File: src/rtl/prog_loader16.sv
// Byte-stream program loader: receives a counted, checksummed word stream and
// writes it into 16-bit program memory while holding the CPU core stopped.
module prog_loader16 #(
  parameter int          UUID      = 0,
  parameter string       NAME      = "",
  parameter logic [15:0] BASE_ADDR = 16'h0000
) (
  input  logic        clk,
  input  logic        rst,
  input  logic        start,
  input  logic        in_valid,
  input  logic [7:0]  in_data,
  output logic        in_ready,
  output logic        mem_we,
  output logic [15:0] mem_addr,
  output logic [15:0] mem_wdata,
  output logic        cpu_hold,
  output logic        done,
  output logic        error
);

  typedef enum logic [3:0] {
    IDLE, CNT_LO, CNT_HI, DAT_LO, DAT_HI, WRITE, CHK, DONE, ERR
  } state_e;

  state_e      state_q, state_d;
  logic [15:0] cnt_q, cnt_d;
  logic [15:0] idx_q, idx_d;
  logic [15:0] addr_q, addr_d;
  logic [15:0] wdata_q, wdata_d;
  logic [7:0]  acc_q, acc_d;
  logic [7:0]  lo_q, lo_d;

  // Identity parameters are carried for hierarchy tooling only.
  if (UUID < 0 && NAME == "") begin : g_ident
  end

  always_ff @(posedge clk or negedge rst) begin
    if (!rst) begin
      state_q <= IDLE;
      cnt_q   <= 16'h0000;
      idx_q   <= 16'h0000;
      addr_q  <= 16'h0000;
      wdata_q <= 16'h0000;
      acc_q   <= 8'h00;
      lo_q    <= 8'h00;
    end else begin
      state_q <= state_d;
      cnt_q   <= cnt_d;
      idx_q   <= idx_d;
      addr_q  <= addr_d;
      wdata_q <= wdata_d;
      acc_q   <= acc_d;
      lo_q    <= lo_d;
    end
  end

  always_comb begin
    state_d  = state_q;
    cnt_d    = cnt_q;
    idx_d    = idx_q;
    addr_d   = addr_q;
    wdata_d  = wdata_q;
    acc_d    = acc_q;
    lo_d     = lo_q;
    in_ready = 1'b0;
    case (state_q)
      IDLE, DONE, ERR: begin
        if (start) begin
          state_d = CNT_LO;
          idx_d   = 16'h0000;
          acc_d   = 8'h00;
        end
      end
      CNT_LO: begin
        in_ready = 1'b1;
        if (in_valid) begin
          cnt_d[7:0] = in_data;
          acc_d      = acc_q ^ in_data;
          state_d    = CNT_HI;
        end
      end
      CNT_HI: begin
        in_ready = 1'b1;
        if (in_valid) begin
          cnt_d[15:8] = in_data;
          acc_d       = acc_q ^ in_data;
          state_d     = ({in_data, cnt_q[7:0]} == 16'h0000) ? CHK : DAT_LO;
        end
      end
      DAT_LO: begin
        in_ready = 1'b1;
        if (in_valid) begin
          lo_d    = in_data;
          acc_d   = acc_q ^ in_data;
          state_d = DAT_HI;
        end
      end
      DAT_HI: begin
        in_ready = 1'b1;
        if (in_valid) begin
          // Address and data are latched here so they stay put after the strobe.
          wdata_d = {in_data, lo_q};
          addr_d  = BASE_ADDR + idx_q;
          acc_d   = acc_q ^ in_data;
          state_d = WRITE;
        end
      end
      WRITE: begin
        idx_d   = idx_q + 16'd1;
        state_d = ((idx_q + 16'd1) == cnt_q) ? CHK : DAT_LO;
      end
      CHK: begin
        in_ready = 1'b1;
        if (in_valid) begin
          state_d = (in_data == acc_q) ? DONE : ERR;
        end
      end
      default: state_d = IDLE;
    endcase
  end

  assign mem_we    = (state_q == WRITE);
  assign mem_addr  = addr_q;
  assign mem_wdata = wdata_q;
  assign cpu_hold  = (state_q != IDLE) && (state_q != DONE);
  assign done      = (state_q == DONE);
  assign error     = (state_q == ERR);

endmodule

File: config.mk
export PLATFORM = sky130hd
export DESIGN_NAME = prog_loader16
export DESIGN_NICKNAME = d
export VERILOG_FILES = /design/src/rtl/prog_loader16.sv
export SDC_FILE = /design/constraint.sdc
export NUM_CORES = 1
export LEC_CHECK = 0
export BUFFER_PORTS_ARGS = -buffer_cell sky130_fd_sc_hd__buf_2
export CORE_MARGIN = 1.5
export CORE_UTILIZATION = 51
export DETAILED_ROUTE_END_ITERATION = 10
export GPL_ROUTABILITY_DRIVEN = 0
export PLACE_DENSITY = 0.71
export SETUP_SLACK_MARGIN = 0.02
export SYNTH_ARGS = -nofsm -noshare
export SYNTH_HDL_FRONTEND = slang
export SYNTH_SLANG_ARGS = --single-unit
File: constraint.sdc
create_clock -name clk -period 2.8 [get_ports clk]
set_input_delay 0.14 -clock clk [delete_from_list [all_inputs] [get_ports clk]]
set_output_delay 0.14 -clock clk [all_outputs]
set_load 0.05 [all_outputs]
==> impl_metrics.py, run 1 <==
metrics = {
    "clocking": {
        "ctsHtreeMaxLevel": 3,
        "cts_root_buffer": "clkbuf_8",
        "cts_tree": "done",
        "cts_hold_buf": 1,
        "clkSinkCount": 84,
        "clockBufferDepth": 2,
        "cts_buffers": 9,
        "clock_latency_ns": 0.37,
        "cts-resized-gates": 0,
        "cts_setup_buffers": 0,
        "cts.clk_slew.worst_paths_ns": 0.09,
    },
    "sta": {
        "skew_ns": 0.01312,
        "drv_slew": 0,
        "tightest_slew_ns": 1.031,
        "finalSetupViolCount": 0,
        "tns_ns": 0,
        "fmax_ghz": 0.4238,
        "hold_violations": 0,
        "rsz0062_at_grt": "false",
        "hold_ws_ns": 0.07115,
        "slew_headroom_pct": 31.25,
        "finalCritPeriodShare_pct": 84.27,
        "setup_ws_ns": 0.4405,
        "period_minus_slack_ns": 2.360,
    },
    "die": {
        "fp.coreArea_um2": 8217,
        "die_area_um2": 9035,
        "rows": 33,
        "initial_core_util_pct": 52.60,
        "num_io_pins": 49,
        "die_w_um": 95.06,
        "die_h_um": 95.06,
    },
    "cells_and_area": {
        "diodes": 0,
        "layout-drive-gt1-share_pct": 28.95,
        "stdcell_area_um2": 4816,
        "nets": 457,
        "area_delta_synth_final_pct": 11.44,
    },
    "worst_setup_path": {
        "reg2reg_slack_ns": 0.59,
        "slowest_delay_ns": 0.61,
        "rr_worst_depth": 7,
        "timing.rr.start": "state_q[2]",
        "crit_fanout": 14,
        "path_cells": "inv_1 > nor2_1 > nand2_1 > inv_1 > buf_2",
        "endpoint": "mem_we",
        "path_common_cell": "inv_1",
        "startpoint": "state_q[0]",
        "start_kind": "register",
        "crit_type": "reg2out",
        "arrival_ns": 2.22,
        "worst_r2r_endpoint": "acc_q[7]",
        "cpMaxStageDelayCell": "dfrtp_1",
        "crit_required_ns": 2.66,
        "cp-end-kind": "output pin",
    },
    "yosys": {
        "synth_edf_count": 0,
        "syn_inst": 402,
        "yosysUniqueCellTypes": 55,
        "synth_area_um2": 4322,
        "postSynth.asyncResetShare_pct": 100.0,
        "yosysWarnings": 0,
        "ys.flop_type": "dfrtp_1",
        "synth.avg_cell_area_um2": 10.75,
        "ys_seq_area_share_pct": 48.64,
        "ys_seq_elements": 84,
        "synthesis.nets": 415,
    },
    "route": {
        "drt-initial-drc-count": 220,
        "ant_nets": 0,
        "drcViolationCount": 0,
        "dr.pass1.iters": 4,
        "viasPerCell": 5.847,
        "vias": 3239,
        "finalWirelength_um": 9255,
        "routedWlPerCell_um": 16.71,
    },
    "global_route": {
        "antenna_found_initial": 0,
        "grt_max_degree": 85,
        "grt_first_pass_wirelength_um": 15360,
        "grt_pass1_vias": 3128,
        "overflow": 0,
        "gr-usage-all-layers_pct": 22.32,
    },
    "status": {
        "status": "finished clean",
    },
    "placed_design": {
        "dp_slack_ns": 0.5837,
        "place_area_um2": 4622,
        "place_hpwl_um": 6374,
        "port_buffers": 48,
    },
    "pwr": {
        "leakagePower_nw": 2.191,
        "ir_drop_uv": 860.0,
        "p_per_area_nw_per_um2": 1098,
    },
    "flow_run": {
        "cap_violations": 0,
    },
    "worst_hold_path": {
        "hold_path.class": "in2reg",
    },
}
[metal layers]
metal / up-vias / wire length, um / track usage (%)
met5: - / 0 / 0
met2: 90 / 4307 / 35.00
met3: 15 / 436 / 4.705
li1: 1543 / - / -
met1: 1591 / 4345 / 30.57
met4: 0 / 167 / 8.209
[through the flow]
step	power [W]	utilization [%]	instances
finish	0.005290	58.61	554
detailed placement	0.004502	56.25	537
global route	0.005623	58.61	554
CTS	0.005328	58.61	554
floorplan	0.003936	-	402
global placement	0.004433	56.25	537
[flip-flops by register name, summed over array words and instances (netlist names)]
| signal | flops |
|---|---|
| mem_addr | 16 |
| state_q | 4 |
| mem_wdata | 16 |
| idx_q | 16 |
| acc_q | 8 |
| cnt_q | 16 |
| lo_q | 8 |
[worst max-delay path, delay by kind of cell (launching register included)]
| kind | cells | cell delay [ns] |
|---|---|---|
| flops | 1 | 0.61 |
| buf+inv | 3 | 0.94 |
| simple gates | 2 | 0.30 |
[worst min-delay path by stage]
| stage | depth (start not counted) | end | slack, ns | startpoint |
|---|---|---|---|---|
| floorplan | 0 | acc_q[0] | -0.16 | rst |
| global placement | 1 | mem_addr[11] | 0.38 | rst |
| detailed placement | 1 | mem_addr[12] | 0.39 | rst |
| CTS | 2 | lo_q[6] | 0.05 | in_data[6] |
| global route | 2 | lo_q[3] | 0.07 | in_data[3] |
| finish | 2 | lo_q[3] | 0.07 | in_data[3] |
[Yosys cell counts, drive strengths merged, types with 2 or more instances]
cell type | instances | area, um^2
nor2 | 20 | 75.07
xnor2 | 15 | 131.4
buf | 14 | 73.81
o21ai | 48 | 240.2
o41ai | 3 | 26.28
or3 | 2 | 13.77
xor2 | 9 | 78.83
and3 | 6 | 37.54
nor4 | 12 | 87.58
a22o | 9 | 78.83
o2111a | 2 | 22.52
nand3 | 13 | 90.08
mux2 | 45 | 506.7
a22oi | 2 | 15.01
nand4 | 7 | 58.81
nand2 | 32 | 122.6
o211ai | 3 | 27.52
nor3 | 7 | 51.30
o31ai | 6 | 45.04
dfrtp | 84 | 2102
a21oi | 8 | 40.04
clkbuf | 8 | 30.03
nor2b | 15 | 93.84
inv | 11 | 41.29
a2111oi | 3 | 57.56
[layout make-up]
class                      instances  area, um^2
clock buffer                      10       137.6
multi-input combinational        285        2074
tap                              105       131.4
timing repair buffer              53       282.8
sequential                        84        2102
clock inverter                     6       46.29
inverter                          11       41.29
fill                             719        3401
[cells in the final DEF (no fill, tap or decap), types with 2 or more instances in the layout]
cell | Yosys | routed
inv_6 | 0 | 2
nand3_4 | 2 | 2
nor2_1 | 20 | 20
buf_2 | 11 | 47
clkbuf_8 | 0 | 10
nand4_1 | 6 | 6
a21oi_1 | 8 | 8
o2111a_1 | 2 | 2
mux2_2 | 45 | 45
o21ai_0 | 47 | 47
nor2b_1 | 15 | 15
inv_1 | 11 | 11
clkinvlp_4 | 0 | 2
nand3_1 | 11 | 11
a22oi_1 | 2 | 2
xnor2_1 | 15 | 15
nor4_2 | 2 | 2
o41ai_1 | 3 | 3
dfrtp_1 | 84 | 84
a2111oi_2 | 2 | 2
buf_4 | 2 | 5
nor4_1 | 10 | 10
o31ai_1 | 6 | 6
and3_1 | 6 | 6
a22o_1 | 9 | 9
o211ai_1 | 2 | 2
nand2_1 | 31 | 31
nor3_1 | 5 | 5
xor2_1 | 9 | 9
[cell families (layout without fill, tap and decap cells)]
kind of cell,Yosys count,after routing,share of synthesized area (%)
muxes,46,46,11.96
AOI/OAI and AO/OA,94,94,14.79
adders and majority gates,1,1,0.2895
xor gates and xnor gates,25,25,5.472
and+or+nand+nor,119,119,15.49
buffers and inverters,33,80,3.358
DFF,84,84,48.64
[report_power, final]
group	switching [W]	internal, W	leakage (nW)	total, W
logic	0.00154	0.000889	1.01	0.00243
registers	0.000385	0.00165	1.09	0.00204
clock network	0.000468	0.000352	0.0893	0.000820
total	0.00239	0.00290	2.19	0.00529
No activity file was read; power rests on OpenSTA's default activity.
==> run 2: changes to the inputs <==
clock period = 2.2 ns   (was 2.8 ns; I/O delays follow)
==> run 2 against run 1 <==
  * Critical path depth grew 1
  * Highest routed layer unchanged
  * Core utilization grew 1.9 points
  * Largest power group unchanged
  * Sequential power grew 25%
  * Critical endpoint is now state_q[0]
  * Largest cell class unchanged
  * Sequential share of layout area shrank 1.4 points
  * Cell count grew 2.2%
  * Clock skew shrank 0.0027 ns
  * Combinational power grew 33%
==> impl_metrics.py, run 2 (synthesis gave the netlist of run 1 again) <==
metrics = {
    "global_route": {
        "grt_max_degree": 47,
        "antenna_found_initial": 0,
        "grt_pass1_vias": 3177,
        "grt_first_pass_wirelength_um": 15590,
        "overflow": 0,
        "gr-usage-all-layers_pct": 22.54,
    },
    "sta": {
        "skew_ns": 0.01044,
        "finalCritPeriodShare_pct": 95.42,
        "period_minus_slack_ns": 2.099,
        "fmax_ghz": 0.4764,
        "tightest_slew_ns": 0.5802,
        "tns_ns": 0,
        "slew_headroom_pct": 61.32,
        "hold_violations": 0,
        "drv_slew": 0,
        "finalSetupViolCount": 0,
        "rsz0062_at_grt": "false",
    },
    "worst_setup_path": {
        "arrival_ns": 2.38,
        "path_cells": "nor2b_1 > a2111oi_2 > nand4_1 > a2111oi_2 > nor4bb_1 > a21oi_1",
        "reg2reg_slack_ns": 0.10,
        "cpLargestDelayFamily": "compound AO/OA/AOI/OAI gates",
        "crit_required_ns": 2.48,
        "startpoint": "acc_q[0]",
        "path_common_cell": "a2111oi_2",
        "worst_r2r_endpoint": "state_q[0]",
        "crit_fanout": 4,
        "start_kind": "register",
        "crit_type": "reg2reg",
        "timing.rr.start": "acc_q[0]",
        "path_buf_inv": 0,
        "slowest_delay_ns": 0.56,
        "cpMaxStageDelayCell": "a2111oi_2",
        "cp-end-kind": "register",
        "rr_worst_depth": 6,
    },
    "worst_hold_path": {
        "hold_depth": 2,
        "whs_endpoint": "lo_q[4]",
        "hold_path.class": "in2reg",
        "hold_start": "in_data[4]",
    },
    "cells_and_area": {
        "final_util_pct": 60.48,
        "area_delta_synth_final_pct": 15.00,
        "final_cell_mix": "dfrtp_1, o21ai_0, buf_2, mux2_2, nand2_1",
        "layout_commonest_cell": "dfrtp_1",
        "diodes": 0,
        "layout-drive-gt1-share_pct": 31.89,
        "nets": 469,
    },
    "pwr": {
        "ir_drop_uv": 832.6,
        "p_comb_share_pct": 46.6,
        "pwr-share-seq_pct": 36.5,
        "leakagePower_nw": 2.272,
        "p_per_area_nw_per_um2": 1398,
        "power_frac_clock_pct": 16.9,
        "p_int_w": 0.003852,
        "p_sw_w": 0.003097,
        "power.share.switching_pct": 44.57,
    },
    "route": {
        "vias": 3248,
        "drcViolationCount": 0,
        "routedWlPerCell_um": 16.43,
        "viasPerCell": 5.739,
        "ant_nets": 0,
        "dr.pass1.iters": 4,
        "finalWirelength_um": 9301,
        "drt-initial-drc-count": 209,
    },
    "die": {
        "die_area_um2": 9035,
        "fp.coreArea_um2": 8217,
        "die_w_um": 95.06,
        "die_h_um": 95.06,
        "initial_core_util_pct": 52.60,
        "num_io_pins": 49,
        "rows": 33,
    },
    "clocking": {
        "cts_buffers": 9,
        "clockBufferDepth": 2,
        "clock_latency_ns": 0.36,
        "cts_tree": "done",
        "clkSinkCount": 84,
        "cts.clk_slew.worst_paths_ns": 0.09,
        "ctsHtreeMaxLevel": 3,
        "cts_root_buffer": "clkbuf_8",
    },
    "flow_run": {
        "cap_violations": 0,
    },
    "status": {
        "status": "finished clean",
    },
    "placed_design": {
        "place_hpwl_um": 6726,
        "port_buffers": 48,
    },
}
[run 2: stage by stage]
| step | setup WS (ns) | instances | instance area [um^2] | hold WS, ns | total power (W) |
|---|---|---|---|---|---|
| 2_1_floorplan | 0.1414 | 402 | 4322 | -0.1856 | 0.005010 |
| 3_3_place_gp | 0.1492 | 549 | 4725 | 0.1484 | 0.005701 |
| 3_5_place_dp | 0.06284 | 549 | 4725 | 0.1520 | 0.005791 |
| 4_1_cts | 0.03617 | 566 | 4947 | 0.03756 | 0.006972 |
| 5_1_grt | 0.006527 | 566 | 4970 | 0.04700 | 0.007371 |
| 6_report | 0.1008 | 566 | 4970 | 0.05152 | 0.006949 |
[run 2: cell type report]
class,instances,area (um^2)
Clock buffer,9,123.9
Tap cell,105,131.4
Timing Repair Buffer,65,387.9
Inverter,11,41.29
Fill cell,679,3247
Multi-Input combinational cell,285,2095
Sequential cell,84,2102
Clock inverter,7,88.84
[run 2: power groups by stage]
stage	Combinational [W]	Sequential, W	Clock [W]
finish	0.00324	0.00254	0.00118
detailed placement	0.00322	0.00257	0
global route	0.00348	0.00263	0.00126
floorplan	0.00172	0.00329	0
global placement	0.00317	0.00253	0
CTS	0.00324	0.00254	0.00120
[run 2: repair_timing]
| action | in CTS | in global routing |
|---|---|---|
| endpoints found under the hold margin | 44 | 0 |
| gates resized for setup | 0 | 6 |
| setup buffers | 0 | 0 |
| hold buffers | 1 | 0 |
| endpoints found under the setup margin | 0 | 11 |
[run 2: metal layers]
| layer | part of all wire [%] | wire, um | GRT usage, % |
|---|---|---|---|
| met5 | 0 | 0 | 0 |
| met4 | 1.2 | 111 | 7.836 |
| met3 | 4.9 | 456 | 3.828 |
| met2 | 48 | 4427 | 36.13 |
| met1 | 46 | 4306 | 31.02 |
[run 2: worst max path at each step]
stage                     cells after the start          to  slack, ns
after floorplan                               5    cpu_hold       0.14
after CTS                                     6    acc_q[7]       0.04
after global placement                        6    acc_q[7]       0.15
final                                         6  state_q[0]       0.10
after detailed placement                      6    acc_q[7]       0.06
after global routing                          6  state_q[2]      0.007
==> run 3: changes to the inputs <==
CTS_CLUSTER_DIAMETER = 150   (was not set)
RECOVER_POWER = 25   (was not set)
==> run 3 against run 2 <==
  * Via count rose by 0.52%
  * Core utilization fell by 0.21 points
  * Die area did not move
  * First-iteration DRC count fell by 5.7%
  * Total power barely moved
  * Clock power barely moved
  * Worst hold slack got worse by 0.0039 ns
  * Cell count did not move
  * Critical path depth did not move
==> impl_metrics.py, run 3 (synthesis gave the netlist of run 1 again) <==
metrics = {
    "worst_setup_path": {
        "crit_fanout": 4,
        "rr_worst_depth": 6,
        "path_common_cell": "a2111oi_2",
        "crit_required_ns": 2.48,
        "cp-end-kind": "register",
        "worst_r2r_endpoint": "state_q[0]",
        "start_kind": "register",
        "cpMaxStageDelayCell": "a2111oi_2",
        "slowest_delay_ns": 0.55,
        "cpLargestDelayFamily": "compound AO/OA/AOI/OAI gates",
        "crit_type": "reg2reg",
        "timing.rr.start": "acc_q[0]",
        "reg2reg_slack_ns": 0.11,
        "arrival_ns": 2.37,
        "path_cells": "nor2b_1 > a2111oi_2 > nand4_1 > a2111oi_2 > nor4bb_1 > a21oi_1",
        "path_buf_inv": 0,
    },
    "worst_hold_path": {
        "hold_path.class": "in2reg",
        "hold_depth": 2,
        "whs_endpoint": "lo_q[3]",
        "hold_start": "in_data[3]",
    },
    "route": {
        "wl_met2_um": 4416,
        "routedWlPerCell_um": 16.44,
        "drt-initial-drc-count": 197,
        "viasPerCell": 5.769,
        "routed.top_layer": "met4",
        "drt-met1-wl_um": 4284,
        "dr.pass1.iters": 4,
        "ant_nets": 0,
        "drcViolationCount": 0,
        "finalWirelength_um": 9307,
        "route.met3.wl_um": 468,
        "vias": 3265,
    },
    "sta": {
        "finalCritPeriodShare_pct": 94.80,
        "tns_ns": 0,
        "finalSetupViolCount": 0,
        "hold_ws_ns": 0.04760,
        "drv_slew": 0,
        "hold_violations": 0,
        "rsz0062_at_grt": "false",
        "period_minus_slack_ns": 2.086,
        "setup_ws_ns": 0.1144,
        "skew_ns": 0.01084,
        "slew_headroom_pct": 26.81,
        "fmax_ghz": 0.4795,
        "tightest_slew_ns": 1.098,
    },
    "pwr": {
        "leakagePower_nw": 2.266,
        "ir_drop_uv": 833.1,
        "p_per_area_nw_per_um2": 1403,
    },
    "clocking": {
        "clock_latency_ns": 0.36,
        "cts_tree": "done",
        "cts_setup_buffers": 0,
        "cts_root_buffer": "clkbuf_8",
        "clockBufferDepth": 2,
        "clkSinkCount": 84,
        "cts_buffers": 9,
        "cts.clk_slew.worst_paths_ns": 0.09,
        "ctsHtreeMaxLevel": 3,
    },
    "cells_and_area": {
        "multiInputGateArea_um2": 2095,
        "final_cell_mix": "dfrtp_1, o21ai_0, buf_2, mux2_2, nand2_1",
        "layout_commonest_cell": "dfrtp_1",
        "layout-drive-gt1-share_pct": 31.89,
        "nFillCells": 682,
        "nets": 469,
        "diodes": 0,
        "area_delta_synth_final_pct": 14.59,
        "regArea_um2": 2102,
        "final_util_pct": 60.27,
    },
    "die": {
        "rows": 33,
        "num_io_pins": 49,
        "initial_core_util_pct": 52.60,
        "die_w_um": 95.06,
        "die_area_um2": 9035,
        "fp.coreArea_um2": 8217,
        "die_h_um": 95.06,
    },
    "global_route": {
        "overflow": 0,
        "grt_max_degree": 47,
        "gr-usage-all-layers_pct": 22.54,
        "grt_first_pass_wirelength_um": 15590,
        "antenna_found_initial": 0,
        "grt_pass1_vias": 3177,
    },
    "placed_design": {
        "place_hpwl_um": 6726,
        "dp_slack_ns": 0.06284,
        "port_buffers": 48,
    },
    "flow_run": {
        "cap_violations": 0,
    },
    "status": {
        "status": "finished clean",
    },
}
run 3: cell types whose count changed in the layout (fill, tap and decap cells not counted), sizes merged:
cell    before  now
buf         63   61
clkbuf      10   12
run 3: cell type report:
cell class / count / area share (%)
clock buffers: 9 / 2.501
inverters: 11 / 0.8338
well taps: 105 / 2.653
repair buffers: 65 / 7.479
clock inverters: 7 / 1.794
flip-flops and latches: 84 / 42.45
multi-input cells: 285 / 42.29
run 3: timing repair:
action                                  CTS  global route
endpoints found under the setup margin    0            11
gates resized for setup                   0             6
hold endpoints to repair                 44             0
hold buffers                              1             0
run 3: through the flow:
stage,cell area [um^2],instances,power [W]
floorplan,4322,402,0.005010
global placement,4725,549,0.005701
detailed placement,4725,549,0.005791
CTS,4947,566,0.006972
global route,4952,566,0.007367
finish,4952,566,0.006949
run 3: layer usage:
layer  GRT usage (%)  vias to the layer above
li1                -                     1569
met1           31.02                     1593
met2           36.13                       93
met3           3.828                       10
met4           7.836                        0
met5               0                        -
run 3: worst max path at each step:
stage | start | to | slack (ns) | cells past startpoint
global placement | state_q[1] | acc_q[7] | 0.15 | 6
detailed placement | state_q[1] | acc_q[7] | 0.06 | 6
floorplan | state_q[2] | cpu_hold | 0.14 | 5
global route | idx_q[10] | state_q[2] | 0.007 | 6
CTS | state_q[1] | acc_q[7] | 0.04 | 6
finish | acc_q[0] | state_q[0] | 0.11 | 6
run 3: power breakdown:
part           internal (W)  switching [W]  leakage [nW]  total [W]
combinational       0.00119        0.00204          1.07    0.00323
sequential          0.00211       0.000431          1.09    0.00254
clock              0.000554       0.000626         0.106    0.00118
total               0.00385        0.00310          2.27    0.00695
